**src/rtl/fractal_sync_nd_rr_arbiter_if.sv**
```systemverilog
// Handshake bundle between sync-request pop-FIFOs and the per-dimension output slots of
// fractal_sync_nd_rr_arbiter. The master modport is the arbiter side.
interface fractal_sync_nd_rr_arbiter_if #(
    parameter int unsigned N_DIMS      = 2,
    parameter int unsigned IN_1D_PORTS = 2,
    parameter int unsigned IN_ND_PORTS = 1,
    parameter int unsigned OUT_PORTS   = 1,
    parameter int unsigned DATA_W      = 16
);
    logic [IN_ND_PORTS-1:0]                         nd_empty;
    logic [IN_ND_PORTS-1:0][DATA_W-1:0]             nd_element;
    logic [IN_ND_PORTS-1:0]                         nd_pop;
    logic [N_DIMS-1:0][IN_1D_PORTS-1:0]             d_empty;
    logic [N_DIMS-1:0][IN_1D_PORTS-1:0][DATA_W-1:0] d_element;
    logic [N_DIMS-1:0][IN_1D_PORTS-1:0]             d_pop;
    logic [N_DIMS-1:0][OUT_PORTS-1:0]               out_valid;
    logic [N_DIMS-1:0][OUT_PORTS-1:0][DATA_W-1:0]   out_element;
    logic [N_DIMS-1:0][OUT_PORTS-1:0]               out_ready;

    modport master (
        input  nd_empty, nd_element, d_empty, d_element, out_ready,
        output nd_pop, d_pop, out_valid, out_element
    );

    modport slave (
        output nd_empty, nd_element, d_empty, d_element, out_ready,
        input  nd_pop, d_pop, out_valid, out_element
    );
endinterface

```
**src/rtl/fractal_sync_nd_rr_arbiter.sv**
```systemverilog
// N-dimensional round-robin arbiter: ND requesters are granted atomically on every dimension
// first, then leftover slots per dimension go to that dimension's 1D requesters.
module fractal_sync_nd_rr_arbiter #(
    parameter int unsigned N_DIMS      = 2,
    parameter int unsigned IN_1D_PORTS = 2,
    parameter int unsigned IN_ND_PORTS = 1,
    parameter int unsigned OUT_PORTS   = 1,
    parameter int unsigned DATA_W      = 16
) (
    input  logic                          clk_i,
    input  logic                          rst_i,
    fractal_sync_nd_rr_arbiter_if.master  bus
);

    logic [N_DIMS-1:0][OUT_PORTS-1:0]             valid_q, valid_d, free;
    logic [N_DIMS-1:0][OUT_PORTS-1:0][DATA_W-1:0] elem_q, elem_d;
    logic [IN_ND_PORTS-1:0]                       nd_mask_q, nd_mask_d, nd_gnt;
    logic [N_DIMS-1:0][IN_1D_PORTS-1:0]           d_mask_q, d_mask_d, d_gnt;

    // A slot can be refilled in the same cycle its consumer takes it.
    assign free = ~valid_q | bus.out_ready;

    always_comb begin
        int                               f_cnt [N_DIMS];
        int                               nd_slots;
        int                               nd_cnt;
        int                               left;
        int                               cnt;
        logic                             done;
        logic [IN_ND_PORTS-1:0]           nd_p2;
        logic [IN_1D_PORTS-1:0]           p2;
        logic [N_DIMS-1:0][OUT_PORTS-1:0] taken;

        valid_d   = valid_q;
        elem_d    = elem_q;
        nd_mask_d = nd_mask_q;
        d_mask_d  = d_mask_q;
        nd_gnt    = '0;
        d_gnt     = '0;
        nd_p2     = '0;
        p2        = '0;
        taken     = '0;
        done      = 1'b0;
        nd_cnt    = 0;
        cnt       = 0;
        left      = 0;
        nd_slots  = OUT_PORTS;

        for (int d = 0; d < N_DIMS; d++) begin
            f_cnt[d] = 0;
            for (int o = 0; o < OUT_PORTS; o++) begin
                if (free[d][o]) begin
                    f_cnt[d]     = f_cnt[d] + 1;
                    valid_d[d][o] = 1'b0;
                    elem_d[d][o]  = '0;
                end
            end
            if (f_cnt[d] < nd_slots) nd_slots = f_cnt[d];
        end

        // ND arbiter: masked pass, then wrap pass while slots remain.
        for (int i = 0; i < IN_ND_PORTS; i++) begin
            if (!bus.nd_empty[i] && nd_mask_q[i] && nd_cnt < nd_slots) begin
                nd_gnt[i] = 1'b1;
                nd_cnt    = nd_cnt + 1;
            end
        end
        for (int i = 0; i < IN_ND_PORTS; i++) begin
            if (!bus.nd_empty[i] && !nd_gnt[i] && nd_cnt < nd_slots) begin
                nd_gnt[i] = 1'b1;
                nd_p2[i]  = 1'b1;
                nd_cnt    = nd_cnt + 1;
            end
        end
        if (nd_gnt != '0) begin
            nd_mask_d = (nd_p2 != '0) ? ~nd_p2 : (nd_mask_q & ~nd_gnt);
            if (nd_mask_d == '0) nd_mask_d = '1;
        end

        // Grant order (pass 1 ascending, then pass 2 ascending) picks lowest free slot.
        for (int pass = 0; pass < 2; pass++) begin
            for (int i = 0; i < IN_ND_PORTS; i++) begin
                if (nd_gnt[i] && (nd_p2[i] == (pass == 1))) begin
                    for (int d = 0; d < N_DIMS; d++) begin
                        done = 1'b0;
                        for (int o = 0; o < OUT_PORTS; o++) begin
                            if (!done && free[d][o] && !taken[d][o]) begin
                                taken[d][o]   = 1'b1;
                                valid_d[d][o] = 1'b1;
                                elem_d[d][o]  = bus.nd_element[i];
                                done          = 1'b1;
                            end
                        end
                    end
                end
            end
        end

        for (int d = 0; d < N_DIMS; d++) begin
            left = f_cnt[d] - nd_cnt;
            cnt  = 0;
            p2   = '0;
            for (int i = 0; i < IN_1D_PORTS; i++) begin
                if (!bus.d_empty[d][i] && d_mask_q[d][i] && cnt < left) begin
                    d_gnt[d][i] = 1'b1;
                    cnt         = cnt + 1;
                end
            end
            for (int i = 0; i < IN_1D_PORTS; i++) begin
                if (!bus.d_empty[d][i] && !d_gnt[d][i] && cnt < left) begin
                    d_gnt[d][i] = 1'b1;
                    p2[i]       = 1'b1;
                    cnt         = cnt + 1;
                end
            end
            if (d_gnt[d] != '0) begin
                d_mask_d[d] = (p2 != '0) ? ~p2 : (d_mask_q[d] & ~d_gnt[d]);
                if (d_mask_d[d] == '0) d_mask_d[d] = '1;
            end
            for (int pass = 0; pass < 2; pass++) begin
                for (int i = 0; i < IN_1D_PORTS; i++) begin
                    if (d_gnt[d][i] && (p2[i] == (pass == 1))) begin
                        done = 1'b0;
                        for (int o = 0; o < OUT_PORTS; o++) begin
                            if (!done && free[d][o] && !taken[d][o]) begin
                                taken[d][o]   = 1'b1;
                                valid_d[d][o] = 1'b1;
                                elem_d[d][o]  = bus.d_element[d][i];
                                done          = 1'b1;
                            end
                        end
                    end
                end
            end
        end
    end

    always_ff @(posedge clk_i or posedge rst_i) begin
        if (rst_i) begin
            valid_q   <= '0;
            elem_q    <= '0;
            nd_mask_q <= '1;
            d_mask_q  <= '1;
        end else begin
            valid_q   <= valid_d;
            elem_q    <= elem_d;
            nd_mask_q <= nd_mask_d;
            d_mask_q  <= d_mask_d;
        end
    end

    assign bus.nd_pop      = rst_i ? '0 : nd_gnt;
    assign bus.d_pop       = rst_i ? '0 : d_gnt;
    assign bus.out_valid   = valid_q;
    assign bus.out_element = elem_q;

endmodule

```
**src/flat_wrapper.sv**
```systemverilog
// flat-port wrapper written by rule: the top's interface ports become plain ports
module fractal_sync_nd_rr_arbiter_flat 
#(
    parameter int unsigned N_DIMS      = 2,
    parameter int unsigned IN_1D_PORTS = 2,
    parameter int unsigned IN_ND_PORTS = 1,
    parameter int unsigned OUT_PORTS   = 1,
    parameter int unsigned DATA_W      = 16
)
  (clk_i, rst_i, bus_nd_empty, bus_nd_element, bus_d_empty, bus_d_element, bus_out_ready, bus_nd_pop, bus_d_pop, bus_out_valid, bus_out_element);
  fractal_sync_nd_rr_arbiter_if #(.N_DIMS(N_DIMS), .IN_1D_PORTS(IN_1D_PORTS), .IN_ND_PORTS(IN_ND_PORTS), .OUT_PORTS(OUT_PORTS), .DATA_W(DATA_W)) bus_i ();
  input  logic clk_i;
  input  logic rst_i;
  input wire logic [$bits(bus_i.nd_empty)-1:0] bus_nd_empty;
  input wire logic [$bits(bus_i.nd_element)-1:0] bus_nd_element;
  input wire logic [$bits(bus_i.d_empty)-1:0] bus_d_empty;
  input wire logic [$bits(bus_i.d_element)-1:0] bus_d_element;
  input wire logic [$bits(bus_i.out_ready)-1:0] bus_out_ready;
  output wire logic [$bits(bus_i.nd_pop)-1:0] bus_nd_pop;
  output wire logic [$bits(bus_i.d_pop)-1:0] bus_d_pop;
  output wire logic [$bits(bus_i.out_valid)-1:0] bus_out_valid;
  output wire logic [$bits(bus_i.out_element)-1:0] bus_out_element;
  assign bus_i.nd_empty = bus_nd_empty;
  assign bus_i.nd_element = bus_nd_element;
  assign bus_i.d_empty = bus_d_empty;
  assign bus_i.d_element = bus_d_element;
  assign bus_i.out_ready = bus_out_ready;
  assign bus_nd_pop = bus_i.nd_pop;
  assign bus_d_pop = bus_i.d_pop;
  assign bus_out_valid = bus_i.out_valid;
  assign bus_out_element = bus_i.out_element;
  fractal_sync_nd_rr_arbiter #(.N_DIMS(N_DIMS), .IN_1D_PORTS(IN_1D_PORTS), .IN_ND_PORTS(IN_ND_PORTS), .OUT_PORTS(OUT_PORTS), .DATA_W(DATA_W)) u_core (.clk_i(clk_i), .rst_i(rst_i), .bus(bus_i));
endmodule
```
**config.mk**
```make
export PLATFORM = sky130hd
export DESIGN_NAME = fractal_sync_nd_rr_arbiter_flat
export DESIGN_NICKNAME = d
export VERILOG_FILES = /design/src/rtl/fractal_sync_nd_rr_arbiter_if.sv /design/src/rtl/fractal_sync_nd_rr_arbiter.sv /design/src/flat_wrapper.sv
export SDC_FILE = /design/constraint.sdc
export NUM_CORES = 1
export LEC_CHECK = 0
export CAP_MARGIN = 20
export CORE_MARGIN = 4
export CORE_UTILIZATION = 41
export CTS_BUF_LIST = sky130_fd_sc_hd__clkbuf_8
export DETAILED_ROUTE_END_ITERATION = 16
export PLACE_DENSITY = 0.81
export SYNTH_ARGS = -nofsm -noshare
export SYNTH_HDL_FRONTEND = slang
export SYNTH_SLANG_ARGS = --single-unit
```
**constraint.sdc**
```tcl
create_clock -name clk_i -period 9.4 [get_ports clk_i]
set_input_delay 1.88 -clock clk_i [delete_from_list [all_inputs] [get_ports clk_i]]
set_output_delay 1.88 -clock clk_i [all_outputs]
set_load 0.05 [all_outputs]
```
==> results.md <==
- R2R depth: 21
- First-pass GRT wire length: 13200 um
- Yosys top cell by area: dfrtp_1
- Post-synthesis sequential area ratio: 0.390
- Fmax: 0.113 GHz
- R2r startpoint: u_core.bus.out_valid[1]
- Crit path max-delay cell type: or4b_2
- Power per standard cell area: 231 mW/mm^2
- Area of the mapped netlist: 0.00245 sq mm
- Gr ovfl total: 0
- Core ar.: 0.00564 sq mm
- Crit path buf inv count: 4
- Worst reg2reg path endpoint: u_core.bus.out_element[30]
- Cells after synthesis: 239
- Fillers: 426
- HP Start: u_core.bus.out_element[14]
- Worst path arrival time: 6.97 ns
- Synth top area share: 0.347
- Combinational share of power: 0.586
- Final core utilization: 0.703
- Synth cell types: 49
- Die Wd: 85.4 um
- Most frequent cell after synthesis: dfrtp_1
- Synthesized flop and latch total: 38
- Area grow syn2layout: 61.8%
- Startpoint types: input port
- Clk Latency, worst-skew pair: 0.29 ns
- Total clock sinks: 38
- Final ANT Viol Nets: 0
- Maximum vdd drop: 0.000138 V
- Placer Congestion: 0.869
- Number of antenna violations at the first check in global routing: 0
- Wirelength per Cell: 18.6 um
- Vias per Instance: 5.67
- CTS tree: done
- Crit Path Class: input port to primary output
- Seq pwr share: 0.285
- Hold EP: u_core.bus.out_element[14]
- Post_cts resized: 0
- Largest net degree at the start of global routing: 37
- # nets final: 476
- Share of cells above drive strength 1: 0.144
- Syn_area_per_cell: 10.3 sq um
- Commonest cells post-synth: dfrtp_1 (34), a22o_1 (31), nand2_1 (16)
- Fin. max-slew vios: 0
- Period utilization: 0.942
- Final setup skew: 0.00318 ns
- Iter 0 DRT Violations: 110
- Setup TNS: 0 ns
- Power Internal: 501 uW
- Hold Crit Class: flip-flop to flip-flop
- Die area: 0.00729 sq mm
- Critical Path RT: 7.52 ns
- I/O Pins: 128
- Largest cells by area after synthesis: dfrtp_1 (35%), a22o_1 (11%), ha_1 (7.1%)
- Endpoints failing setup: 0
- # DRC: 0
- Tmin final: 8.85 ns
- PortBufs: 127
- Total global-route track usage: 0.227
- Crit path max fanout: 5
- Worst Hold Depth: 2
- Ant diodes: 0
- WL final: 8290 um
- Worst-path clk slew: 0.08 ns
- Crit end category: primary output
- Initial DRT Pass Iterations: 4
- Die height: 85.4 um
- Vias in the first global route: 2531
- Sw Share: 0.453
- FP Rows: 27
- Initial Util: 0.435
- Clock root buffer master: clkbuf_8
- Clock power share: 0.129
- Clock Tree Buf Depth: 2
- Number of CTS-inserted buffers: 5
- RSZ-0062 raised after global routing: no
- Status: complete, no violations
- Via count: 2530
- Top_reg_cell synth: dfrtp_1
- Net Switching: 414 uW
- Hold-fix buffers, CTS: 0
- Least-Margin Pin Slew: 0.803 ns
- H-tree depth: 2
- Reg2reg setup slack: 3.56 ns
- Cell Chain, Critical Path: clkdlybuf4s50_1 > nor2b_2 > nor3_2 > ha_1 > inv_1 > ha_1 > or2_2 > o2111ai_1 > inv_1 > ha_1 > ha_1 > nor3b_2 > and2_1 > nand2_1 > nand2_1 > o21ai_0 > ha_1 > or4b_2 > o211a_1 > a21oi_1 > o21ai_0 > a21oi_1 > buf_12
- Post-CTS Setup Repair Bufs: 0
- Syn. warnings: 0
- Max-cap violations: 0
- Rel. slew slack: 0.463
- CP max stage delay: 0.64 ns
- P_leak: 0.00170 uW
- Asr flop ratio synth: 1.00
- CP top delay family: simple AND/OR/NAND/NOR gates
- Fin. Hold Viols: 0
- Post-synth EDFFs: 0
- DPL Wire Length: 6270 um
- CP most frequent cell: ha_1
[state kept, by name (all words and copies together) (netlist names)]
register	cells
u_core.bus.out_valid	2
u_core.d_mask_q	4
u_core.bus.out_element	32
[cell families (layout without fill, tap and decap cells)]
group / count (synthesis) / count (layout) / share of synthesized area
compound gates: 100 / 100 / 0.353
buf+inv: 25 / 157 / 0.0439
fa+ha+maj: 14 / 14 / 0.0714
other cells: 1 / 4 / 0.00153
simple gates: 60 / 60 / 0.137
xor+xnor: 1 / 1 / 0.00357
flops: 38 / 38 / 0.390
[worst max-delay path by stage]
stage | end | slack [ns] | from | cells after the start
detailed placement | bus_d_pop[1] | 0.58 | bus_out_ready[0] | 23
CTS | bus_d_pop[1] | 0.55 | bus_out_ready[0] | 23
floorplan | bus_d_pop[3] | 0.37 | bus_out_ready[0] | 19
global placement | bus_d_pop[1] | 0.73 | bus_out_ready[0] | 23
finish | bus_d_pop[1] | 0.55 | bus_out_ready[0] | 23
global route | bus_d_pop[1] | 0.12 | bus_out_ready[0] | 23
[worst register-to-register path: cells and delay by family (launching register included)]
kind | cells | cell delay, ns
AO/OA/AOI/OAI | 7 | 2.06
flip-flops | 1 | 0.38
AND/OR/NAND/NOR | 5 | 1.56
adder cells (fa/ha/maj) | 5 | 1.16
buffers and inverters | 4 | 0.52
[metal layers]
layer / track usage / wire length, um
met5: 0 / 0
met2: 0.361 / 3950
met3: 0.0641 / 634
met4: 0.0345 / 28
met1: 0.315 / 3680
[cell type report]
cell class              instances  area [sq um]  share of cell area
multi-input cells             179          1420               0.357
repair buffers                136          1360               0.343
flip-flops and latches         38           956               0.241
well taps                      72          90.1              0.0227
clock buffers                   6          82.6              0.0208
inverters                      13          48.8              0.0123
clock inverters                 2          12.5             0.00315
[power groups by stage]
stage	clock, uW	combinational, uW	sequential [uW]
3_5_place_dp	0	535	261
4_1_cts	121	537	260
5_1_grt	129	568	269
3_3_place_gp	0	530	261
6_report	118	536	261
2_1_floorplan	0	181	419
[metrics by stage]
| step | setup slack (ns) | instance area (sq um) | cells | hold slack (ns) | power, uW |
|---|---|---|---|---|---|
| 2_1_floorplan | 0.374 | 2460 | 242 | 0.555 | 600 |
| 3_3_place_gp | 0.726 | 3860 | 437 | 0.520 | 791 |
| 3_5_place_dp | 0.576 | 3860 | 437 | 0.513 | 796 |
| 4_1_cts | 0.548 | 3960 | 445 | 0.533 | 917 |
| 5_1_grt | 0.122 | 3970 | 446 | 0.553 | 966 |
| 6_report | 0.549 | 3970 | 446 | 0.539 | 915 |
[layout by cell type, fill, tap and decap left out, types with 4 or more instances in the layout]
master / count
nand2_1: 16
nand3_1: 4
dfrtp_1: 34
o21ai_0: 10
dfstp_2: 4
nor2_1: 8
buf_4: 8
clkdlybuf4s50_1: 125
o21a_1: 4
a21oi_1: 10
inv_1: 11
ha_1: 14
conb_1: 4
a221o_1: 15
nor3_1: 6
nand2b_1: 4
a221o_2: 15
clkbuf_8: 6
a22o_1: 31
Power figures use the tool's default switching activity.
